$ cat src/rtl/lot_pkg.sv
// Shared definitions for the parking-lot occupancy controller:
// admission FSM state encoding and the default facility dimensions.
package lot_pkg;

   typedef enum logic {
      ST_OPEN   = 1'b0,
      ST_CLOSED = 1'b1
   } lot_state_t;

   localparam int LOT_CAPACITY  = 64;
   localparam int LOT_NUM_LANES = 2;
   localparam int LOT_CNT_W     = 7;
   localparam int LOT_HYST      = 4;

endpackage

$ cat src/rtl/lot_popcount.sv
// Combinational population count of a per-lane pulse vector.
module lot_popcount
   import lot_pkg::*;
#(
   parameter int NUM_LANES = LOT_NUM_LANES,
   parameter int POP_W     = $clog2(NUM_LANES + 1)
) (
   input  logic [NUM_LANES-1:0] vec,
   output logic [POP_W-1:0]     pop
);

   // Sum the set bits of the lane vector.
   always_comb begin
      pop = '0;
      for (int i = 0; i < NUM_LANES; i++) begin
         pop = pop + POP_W'(vec[i]);
      end
   end

endmodule

$ cat src/rtl/lot_occupancy_ctrl.sv
// Central occupancy controller: merges per-lane inc/dec pulses into one
// saturating occupancy counter, keeps sticky clamp flags and runs the
// OPEN/CLOSED admission FSM that drives lane_allow.
// Optional statistics outputs (total_in, peak_count) are built when the
// macro LOT_OCCUPANCY_STATS_EN is defined.
module lot_occupancy_ctrl
   import lot_pkg::*;
#(
   parameter int NUM_LANES   = LOT_NUM_LANES,
   parameter int CAPACITY    = LOT_CAPACITY,
   parameter int CNT_W       = LOT_CNT_W,
   parameter int REOPEN_HYST = LOT_HYST
) (
   input  logic                 clk,
   input  logic                 reset,
   input  logic [NUM_LANES-1:0] inc,
   input  logic [NUM_LANES-1:0] dec,
   input  logic                 load,
   input  logic [CNT_W-1:0]     load_val,
   input  logic                 clear_err,
   output logic [CNT_W-1:0]     count,
   output logic                 full,
   output logic                 empty,
   output logic [NUM_LANES-1:0] lane_allow,
   output logic                 err_overflow,
   output logic                 err_underflow
`ifdef LOT_OCCUPANCY_STATS_EN
   ,
   output logic [31:0]          total_in,
   output logic [CNT_W-1:0]     peak_count
`endif
);

   localparam int POP_W = $clog2(NUM_LANES + 1);
   localparam int SUM_W = CNT_W + 2;

   localparam logic signed [SUM_W-1:0] CAP_S    = SUM_W'(CAPACITY);
   localparam logic        [CNT_W-1:0] CAP_C    = CNT_W'(CAPACITY);
   localparam logic        [CNT_W-1:0] REOPEN_C = CNT_W'(CAPACITY - REOPEN_HYST);

   // A lane pulsing inc and dec together nets to zero, so mask both sides.
   logic [NUM_LANES-1:0]    inc_acc;
   logic [NUM_LANES-1:0]    dec_acc;
   logic [POP_W-1:0]        pop_in;
   logic [POP_W-1:0]        pop_out;
   logic signed [SUM_W-1:0] net;
   logic signed [SUM_W-1:0] sum;
   logic signed [SUM_W-1:0] target;
   logic [CNT_W-1:0]        count_next;
   logic                    ovf_evt;
   logic                    udf_evt;
   lot_state_t              state;
   lot_state_t              state_next;

   // Clamp a signed candidate occupancy into 0..CAPACITY.
   function automatic logic [CNT_W-1:0] sat_count(input logic signed [SUM_W-1:0] s);
      if (s[SUM_W-1]) begin
         return '0;
      end else if (s > CAP_S) begin
         return CAP_C;
      end else begin
         return s[CNT_W-1:0];
      end
   endfunction

   lot_popcount #(.NUM_LANES(NUM_LANES), .POP_W(POP_W)) u_pop_inc (
      .vec (inc_acc),
      .pop (pop_in)
   );

   lot_popcount #(.NUM_LANES(NUM_LANES), .POP_W(POP_W)) u_pop_dec (
      .vec (dec_acc),
      .pop (pop_out)
   );

   // Next-count datapath: net event sum, load override, clamp and error events.
   always_comb begin
      inc_acc    = inc & ~dec;
      dec_acc    = dec & ~inc;
      net        = $signed(SUM_W'(pop_in)) - $signed(SUM_W'(pop_out));
      sum        = $signed({2'b00, count}) + net;
      target     = load ? $signed({2'b00, load_val}) : sum;
      count_next = sat_count(target);
      ovf_evt    = !target[SUM_W-1] && (target > CAP_S);
      udf_evt    = target[SUM_W-1];
   end

   // Occupancy register with flags derived from the next value.
   always_ff @(posedge clk) begin
      if (reset) begin
         count <= '0;
         full  <= 1'b0;
         empty <= 1'b1;
      end else begin
         count <= count_next;
         full  <= (count_next == CAP_C);
         empty <= (count_next == '0);
      end
   end

   // Sticky clamp flags; a fresh clamp outranks clear_err in the same cycle.
   always_ff @(posedge clk) begin
      if (reset) begin
         err_overflow  <= 1'b0;
         err_underflow <= 1'b0;
      end else begin
         err_overflow  <= ovf_evt | (err_overflow  & ~clear_err);
         err_underflow <= udf_evt | (err_underflow & ~clear_err);
      end
   end

   // Admission FSM state register.
   always_ff @(posedge clk) begin
      if (reset) begin
         state <= ST_OPEN;
      end else begin
         state <= state_next;
      end
   end

   // Admission FSM transitions (judged on next count, so lane_allow moves
   // with count) and lane permit decode.
   always_comb begin
      state_next = state;
      lane_allow = '0;
      case (state)
         ST_OPEN: begin
            lane_allow = '1;
            if (count_next == CAP_C) begin
               state_next = ST_CLOSED;
            end
         end
         ST_CLOSED: begin
            if (count_next <= REOPEN_C) begin
               state_next = ST_OPEN;
            end
         end
         default: begin
            state_next = ST_OPEN;
         end
      endcase
   end

`ifdef LOT_OCCUPANCY_STATS_EN
   // Statistics: accepted entries (not counted when load discards events)
   // and the high-water mark of occupancy, which load does not reset.
   always_ff @(posedge clk) begin
      if (reset) begin
         total_in   <= '0;
         peak_count <= '0;
      end else begin
         if (!load) begin
            total_in <= total_in + 32'(pop_in);
         end
         if (count_next > peak_count) begin
            peak_count <= count_next;
         end
      end
   end
`endif

endmodule

$ cat config.mk
export PLATFORM = sky130hd
export DESIGN_NAME = lot_occupancy_ctrl
export DESIGN_NICKNAME = d
export VERILOG_FILES = /design/src/rtl/lot_pkg.sv /design/src/rtl/lot_popcount.sv /design/src/rtl/lot_occupancy_ctrl.sv
export SDC_FILE = /design/constraint.sdc
export NUM_CORES = 1
export LEC_CHECK = 0
export CORE_AREA = 2 2 53 42
export CTS_CLUSTER_SIZE = 16
export DETAILED_ROUTE_END_ITERATION = 10
export DIE_AREA = 0 0 55 44
export HOLD_SLACK_MARGIN = 0.1
export PLACE_DENSITY = 0.8
export SLEW_MARGIN = 20
export SYNTH_ARGS = -nofsm -noshare
export SYNTH_HDL_FRONTEND = slang
export SYNTH_HIERARCHICAL = 1
export SYNTH_SLANG_ARGS = --single-unit
$ cat constraint.sdc
create_clock -name clk -period 11.4 [get_ports clk]
set_input_delay 2.28 -clock clk [delete_from_list [all_inputs] [get_ports clk]]
set_output_delay 2.28 -clock clk [all_outputs]
set_load 0.005 [all_outputs]
Yosys cells after proc, flatten, opt, wreduce, memory -nomap -nowiden
Index checks and enable logic that the tools add are counted.

storage, ports and cells
  word-level logic and storage cells = 33
  bits in registers = 12
  output and inout port bits = 13
  input port bits = 15

cells by class
  add/subtract/negate cells = 4
  muxes and demuxes = 7
  bitwise operators = 10
  eq/ne operators = 1
  reductions and logical operators = 3
  $lt $le $gt $ge = 2

operators with widths
  cell                                                                   count
  7-bit 2-to-1 mux                                                       2
  8-bit by 3-bit adder with 9-bit output                                 1
  9-bit by 8-bit > comparator with 1-bit output, second input constant   1
  9-bit 2-to-1 mux                                                       1
  7-bit equality test, second input constant                             1
  7-bit by 6-bit <= comparator with 1-bit output, second input constant  1
  7-bit logical NOT                                                      1
  1-bit by 1-bit adder with 2-bit output                                 2
  2-bit bitwise AND                                                      2
  2-bit NOT                                                              2
  2-bit by 2-bit subtractor with 3-bit output                            1
  1-bit bitwise AND                                                      2
  1-bit 2-to-1 mux                                                       2
  2-bit 2-to-1 mux                                                       1
  1-bit NOT                                                              2
  1-bit bitwise OR                                                       2
  1-bit one-hot mux with 2 select lines                                  1
  1-bit logical AND                                                      1
  1-bit logical NOT                                                      1

Logic depth before layout (Yosys ltp)
Gate-level depths: netlist of run 1.

  word-level depth = 12
  gate-level depth with buffers = 14
  depth with buffers taken out = 14

Cells and area by module
The synthesis of run 1 kept the hierarchy.

by module, submodules not included
  module              sequential area each (um2)  cells each  area an instance (um2)  times used
  lot_occupancy_ctrl  240.2                       94          850.8                   1
  lot_popcount        0.0                         1           12.5                    2

Worst setup path before layout of run 1
Ideal clock, no wire load.

  kind = input to register
  from = in inc[0]
  to = reg err_overflow
  slack = 6183 ps
  arrival = 5100 ps
  cell stages on the path = 14
  cells stage by stage = nor2b_1 -> ha_1 -> inv_1 -> ha_1 -> inv_1 -> fa_1 -> inv_1 -> fa_1 -> and4b_1 -> a221o_1 -> nand3_2 -> a211o_2 -> and2_1 -> a22o_1

between the ends
  elaborated cells on any way between the ends = 12
  classes of those cells = 4 x add/sub; 1 x order compare; 1 x mux; 4 x bitwise; 2 x reduce/logical

RTL lines
  element                                                                                    line                       RTL
  start, declared                                                                            lot_occupancy_ctrl.sv:16   input logic [NUM_LANES-1:0] inc,
  2-bit bitwise AND *                                                                        lot_occupancy_ctrl.sv:78   inc_acc = inc & ~dec;
  1-bit by 1-bit adder with 2-bit output *                                                   lot_popcount.sv:16         pop = pop + POP_W'(vec[i]);
  net pop_in[0]                                                                              lot_occupancy_ctrl.sv:44   logic [POP_W-1:0] pop_in;
  2-bit by 2-bit subtractor with 3-bit output *                                              lot_occupancy_ctrl.sv:80   net = $signed(SUM_W'(pop_in)) - $signed(SUM_W'(pop_out));
  8-bit by 3-bit adder with 9-bit output *                                                   lot_occupancy_ctrl.sv:81   sum = $signed({2'b00, count}) + net;
  9-bit 2-to-1 mux *                                                                         lot_occupancy_ctrl.sv:82   target = load ? $signed({2'b00, load_val}) : sum;
  9-bit by 8-bit > comparator with 1-bit output / 1-bit logical NOT (equally long branches)  lot_occupancy_ctrl.sv:84   ovf_evt = !target[SUM_W-1] && (target > CAP_S);
  1-bit logical AND *                                                                        lot_occupancy_ctrl.sv:84
  1-bit bitwise OR *                                                                         lot_occupancy_ctrl.sv:107  err_overflow <= ovf_evt | (err_overflow & ~clear_err);
  end signal, assigned                                                                       lot_occupancy_ctrl.sv:107
  end, declared                                                                              lot_occupancy_ctrl.sv:25   output logic err_overflow,

The timed path passes the listed nets; every way through them passes the cells marked *.
A chain may end at the register's enable or synchronous reset.

Final worst setup path of run 1
  from = in inc[0]
  to = reg err_overflow

between the ends
  elaborated cells on any way between the ends = 12
  classes of those cells = 4 x add/sub; 1 x order compare; 1 x mux; 4 x bitwise; 2 x reduce/logical

RTL lines
  element                                                                                    line                       RTL
  2-bit bitwise AND *                                                                        lot_occupancy_ctrl.sv:78
  net inc_acc[0]                                                                             lot_occupancy_ctrl.sv:42   logic [NUM_LANES-1:0] inc_acc;
  1-bit by 1-bit adder with 2-bit output *                                                   lot_popcount.sv:16
  net pop_in[0]                                                                              lot_occupancy_ctrl.sv:44
  2-bit by 2-bit subtractor with 3-bit output *                                              lot_occupancy_ctrl.sv:80
  8-bit by 3-bit adder with 9-bit output *                                                   lot_occupancy_ctrl.sv:81
  9-bit 2-to-1 mux *                                                                         lot_occupancy_ctrl.sv:82
  9-bit by 8-bit > comparator with 1-bit output / 1-bit logical NOT (equally long branches)  lot_occupancy_ctrl.sv:84
  1-bit logical AND *                                                                        lot_occupancy_ctrl.sv:84
  1-bit bitwise OR *                                                                         lot_occupancy_ctrl.sv:107

Marked as above.

==> results of run 1 <==
==> per-layer routing <==
layer  part of all wire  vias up
met2               0.49       27
met1               0.43      363
met5                  0        -
met4              0.011        0
li1                   -      397
met3              0.065        2
==> final cells by class <==
| type | count | area, um^2 |
|---|---|---|
| fill | 171 | 747 |
| timing repair buffer | 27 | 270 |
| clock buffer | 4 | 36.3 |
| inverter | 9 | 33.8 |
| sequential | 12 | 240 |
| tap | 24 | 30.0 |
| multi-input combinational | 72 | 569 |
==> metrics by stage <==
stage / instances / power (mW) / setup WS, ns
2_1_floorplan: 96 / 0.0878 / 6.18
3_3_place_gp: 144 / 0.109 / 5.59
3_5_place_dp: 144 / 0.110 / 5.45
4_1_cts: 148 / 0.143 / 5.73
5_1_grt: 148 / 0.153 / 5.57
6_report: 148 / 0.143 / 5.74
==> critical path: stages <==
cell,delay (ns)
clkdlybuf4s50_1,0.48
nor2b_1,0.16
ha_1,0.25
inv_1,0.06
ha_1,0.13
inv_1,0.04
fa_1,0.51
inv_1,0.06
fa_1,0.51
and4b_1,0.36
a221o_1,0.18
nand3_2,0.09
a211o_2,0.34
and2_1,0.18
a22o_1,0.19
==> cells by family (layout without fill, tap and decap cells) <==
group,count (synthesis),in the layout,synth area share
AO/OA/AOI/OAI,16,16,0.143
AND/OR/NAND/NOR,40,40,0.291
XOR/XNOR,4,4,0.0400
multiplexers,5,5,0.0586
adder cells (fa/ha/maj),7,7,0.117
flip-flops,12,12,0.274
buffers and inverters,12,40,0.0757
==> report_power, final <==
| group | switching, mW | internal (mW) |
|---|---|---|
| Sequential | 0.00556 | 0.0471 |
| Clock | 0.0147 | 0.0195 |
| Combinational | 0.0258 | 0.0307 |
| Total | 0.0461 | 0.0973 |
==> state kept, by name, summed over array words and instances, names as in the netlist <==
register / count
state: 1
err_underflow: 1
count: 7
err_overflow: 1
full: 1
empty: 1
==> cells in the mapped netlist, types with 2 or more instances <==
master / count
a21oi_1: 2
fa_1: 2
ha_1: 5
inv_1: 8
xnor2_1: 2
and2_1: 3
xor2_1: 2
nor3_1: 2
o21a_1: 2
nand2_1: 4
nand4_1: 2
dfxtp_1: 12
mux2i_1: 4
nor2_1: 11
nor2b_1: 5
nand3_1: 3
a21oi_2: 2
==> worst max path at each step <==
stage	startpoint	to	slack, ns	cells past startpoint
after floorplan	inc[0]	err_overflow	6.18	14
after detailed placement	inc[0]	err_overflow	5.45	15
after global placement	inc[0]	err_overflow	5.59	15
after CTS	inc[0]	err_overflow	5.73	15
final	inc[0]	err_overflow	5.74	15
after global routing	inc[0]	err_overflow	5.57	15
==> metrics.cfg, run 1 <==
[global_routing]
busiest_layer=met2
grtUsageMet1=0.239
grt_max_degree=15
antenna_found_initial=0
grt_usage=0.185
gr-total-overflow=0
grt_pass1_wl_um=3250
use_met2=0.310
grt_use_met3=0.0345
grt_pass1_vias=778

[clock_tree]
cts_tree=yes
cts-root-buf=clkbuf_4
h-tree-depth=1
clockBufferDepth=2
ctsHoldBuffers=0
cts_resized=0
cts_setup_buffers=0
cts_sinks=12
clk_pin_slew_ns=0.07
numCtsBuffers=3
clk-insertion-delay-late_ns=0.28

[worst_hold_path]
hold_start=err_overflow
holdPathStages=1
hp-class=flop to flop
hold_end=err_overflow

[placement]
place.gp.congestion=0.836
hpwl_um=1510
numPortBuffers=27
post_dp_cell_area_um2=1140

[job]
maxCapViolations=0

[die]
fp.dieH_um=44
rows=14
dieWidth_um=55
dieArea_um2=2420
start_util=0.455
io-pin-count=28
core_area_um2=1930

[synthesis]
ys_ff_latch=12
synth_flop_cell=dfxtp_1
yosysWarnings=6
syn-num-nets=118
synth.largest_area_cell=dfxtp_1
synth-seq-area-share=0.274
synth.top_cell.area_share=0.274
synth_edf_count=0
synth_cell_type_count=42
syn_inst=96
synth_area_um2=876
synth_area_leaders=dfxtp_1 (27%), ha_1 (7.1%), nor2_1 (4.7%)
synth_area_per_cell_um2=9.12
synth-async-reset-ratio=0

[sta]
finalCritPeriodShare=0.497
slew_violations=0
hold_slack_ns=0.498
period_minus_slack_ns=5.66
finalClockSkew_ns=0.000524
tightest_slew_ns=0.558
tns_ns=0
hold_violations=0
setup_viol_count_final=0
slew_headroom=0.627
max_freq_ghz=0.177
rsz0062_at_grt=no

[drt]
first_pass_iters=4
first_iter_violations=9
wl_um=1890
drc=0
vias=789
vias_per_cell=5.33
final_antenna_net_count=0
wl_per_cell_um=12.8

[setup_path]
critPathRequiredTime_ns=11.57
r2r-end=err_overflow
crit_fanout=8
r2r_cells=9
path_class=primary input to flop
worstPathArrival_ns=5.84
start_kind=primary input
rr_startpoint=count[0]
critPathCaptureType=flop
r2r_slack_ns=8.83

[finish]
postLayoutCellArea_um2=1180
layout_commonest_cell=clkdlybuf4s50_1
drive_gt1_frac=0.121
mostFrequentLayoutCells=clkdlybuf4s50_1 (27), dfxtp_1 (12), nor2_1 (11), inv_1 (8)
area_growth_pct=34.7
diodes=0
finish.utilization=0.612
layout.nets=147

[power]
max-vdd-ir-drop_uv=102
leakagePower_nw=0.476
power_density_nw_per_um2=122

[outcome]
status=finished clean

(Power assumes the default switching activity.)
==> inputs of run 2 (changes only) <==
Settings changed: CORE_AREA 2 2 53 42 to 2 2 54 44, DIE_AREA 0 0 55 44 to 0 0 56 46, PLACE_DENSITY 0.8 to 0.75.
Clock period 11.4 ns to 5.6 ns, I/O delays scaled along.
==> run 2 against run 1 <==
Non-clock buffer count is the same. Combinational power grew 110%. Sequential power grew 100%. Critical path type unchanged.
==> metrics.cfg, run 2 (synthesis results as in run 1) <==
[outcome]
status=finished clean  ; unchanged

[sta]
slew_violations=0  ; unchanged
setup_viol_count_final=0  ; unchanged
slew_headroom=0.630  ; was 0.627
rsz0062_at_grt=no  ; unchanged
tns_ns=0  ; unchanged
finalCritPeriodShare=0.794
period_minus_slack_ns=4.45
finalClockSkew_ns=0.00648  ; was 0.000524 ns
hold_violations=0  ; unchanged
setup_slack_ns=1.15  ; was 5.74 ns
max_freq_ghz=0.225
tightest_slew_ns=0.554  ; was 0.558 ns

[drt]
drc=0  ; unchanged
vias=777  ; was 789
wl_um=2000  ; was 1890 um
vias_per_cell=5.25  ; was 5.33
first_iter_violations=11  ; was 9
final_antenna_net_count=0  ; unchanged
wl_per_cell_um=13.5  ; was 12.8 um
first_pass_iters=4  ; unchanged

[setup_path]
worstPathArrival_ns=4.62  ; was 5.84 ns
path_class=primary input to flop  ; unchanged
crit_chain=clkdlybuf4s50_1, nor2b_1, ha_1, inv_1, ha_1, inv_1, fa_1, inv_1, fa_1, and4b_1, a221o_1, nand3_2, a211o_2, and2_1, a22o_1  ; unchanged
crit_slowest_cell=fa_1  ; unchanged
critPathCapture=err_overflow  ; unchanged
cp_common_cell=inv_1  ; unchanged
start_kind=primary input  ; unchanged
crit_fanout=8  ; unchanged
crit_start=inc[0]  ; unchanged
r2r_slack_ns=3.06  ; was 8.83 ns
r2r_cells=9  ; unchanged
r2r-end=err_overflow  ; unchanged
critPathCaptureType=flop  ; unchanged
cpPeakStageDelay_ns=0.50  ; was 0.51 ns
rr_startpoint=count[0]  ; unchanged
critPathRequiredTime_ns=5.78  ; was 11.57 ns

[clock_tree]
clockBufferDepth=2  ; unchanged
clk_pin_slew_ns=0.07  ; about the same
cts_resized=0  ; unchanged
cts_tree=yes  ; unchanged
ctsHoldBuffers=0  ; unchanged
cts-root-buf=clkbuf_4  ; unchanged
clk-insertion-delay-late_ns=0.28  ; about the same
numCtsBuffers=3  ; unchanged
cts_setup_buffers=0  ; unchanged
h-tree-depth=1  ; unchanged
cts_sinks=12  ; unchanged

[finish]
layout_commonest_cell=clkdlybuf4s50_1  ; unchanged
area_growth_pct=33.3  ; was 34.7%
mostFrequentLayoutCells=clkdlybuf4s50_1 (27), dfxtp_1 (12), nor2_1 (11), inv_1 (8)  ; unchanged
diodes=0  ; unchanged
top_register=count  ; unchanged
drive_gt1_frac=0.114  ; was 0.121
layout.nets=147  ; unchanged
largest_reg_flops=7  ; unchanged
final_cells=148  ; unchanged

[die]
dieArea_um2=2580  ; was 2420 um^2
rows=15  ; was 14
io-pin-count=28  ; unchanged
fp.dieH_um=46  ; was 44 um
dieWidth_um=56  ; was 55 um
start_util=0.417  ; was 0.455
core_area_um2=2100  ; was 1930 um^2

[placement]
hpwl_um=1620  ; was 1510 um
post-place-cells=145  ; was 144
place_worst_setup_slack_ns=0.857  ; was 5.45 ns
place.gp.congestion=0.852  ; was 0.836
numPortBuffers=27  ; unchanged

[power]
power_density_nw_per_um2=237  ; was 122 nW/um^2
leakagePower_nw=0.469  ; was 0.476 nW
p_total_mw=0.277  ; was 0.143 mW
max-vdd-ir-drop_uv=150  ; was 102 uV

[global_routing]
grt_max_degree=15  ; unchanged
grt_usage=0.158  ; was 0.185
grt_pass1_vias=747  ; was 778
gr-total-overflow=0  ; unchanged
grt_pass1_wl_um=3250  ; unchanged
antenna_found_initial=0  ; unchanged

[worst_hold_path]
hp-class=flop to flop  ; unchanged

[job]
maxCapViolations=0  ; unchanged

run 2: cell types whose count changed in the layout (fill, tap and decap cells not counted), sizes merged:
| cell | previous run | this run |
|---|---|---|
| clkbuf | 4 | 3 |
run 2: final cells by class:
cell class	instances	area (um^2)
Multi-Input combinational cell	72	569
Timing Repair Buffer	27	270
Sequential cell	12	240
Clock buffer	3	22.5
Tap cell	25	31.3
Inverter	9	33.8
Fill cell	199	935
run 2: how the worst min path moves through the flow:
stage | startpoint | slack, ns | cells after the start | endpoint
floorplan | err_overflow | 0.47 | 1 | err_overflow
global placement | err_overflow | 0.47 | 1 | err_overflow
detailed placement | err_overflow | 0.50 | 1 | err_overflow
CTS | err_overflow | 0.52 | 1 | err_overflow
global route | err_overflow | 0.55 | 1 | err_overflow
finish | err_overflow | 0.51 | 1 | err_overflow
run 2: through the flow:
step / instance area [um^2] / utilization / hold WS, ns
after floorplan: 876 / - / 0.474
after global placement: 1140 / 0.545 / 0.474
after detailed placement: 1140 / 0.545 / 0.496
after CTS: 1170 / 0.555 / 0.524
after global routing: 1170 / 0.555 / 0.545
final: 1170 / 0.555 / 0.512
run 2: critical path, delay by kind of cell:
kind,cells,cell delay [ns]
adder cells (fa/ha/maj),4,1.36
AND/OR/NAND/NOR,4,0.79
AO/OA/AOI/OAI,3,0.71
buffers and inverters,4,0.66
run 2: routing by layer:
layer,global-route usage,vias to the layer above,share of wire
li1,-,396,-
met1,0.209,362,0.46
met2,0.275,16,0.49
met3,0.0227,3,0.036
met4,0.0429,0,0.0095
met5,0,-,0
run 2: report_power, final:
group          switching, mW  internal (mW)
registers             0.0115         0.0959
logic                 0.0544         0.0624
clock network         0.0277         0.0249
total                 0.0937          0.183
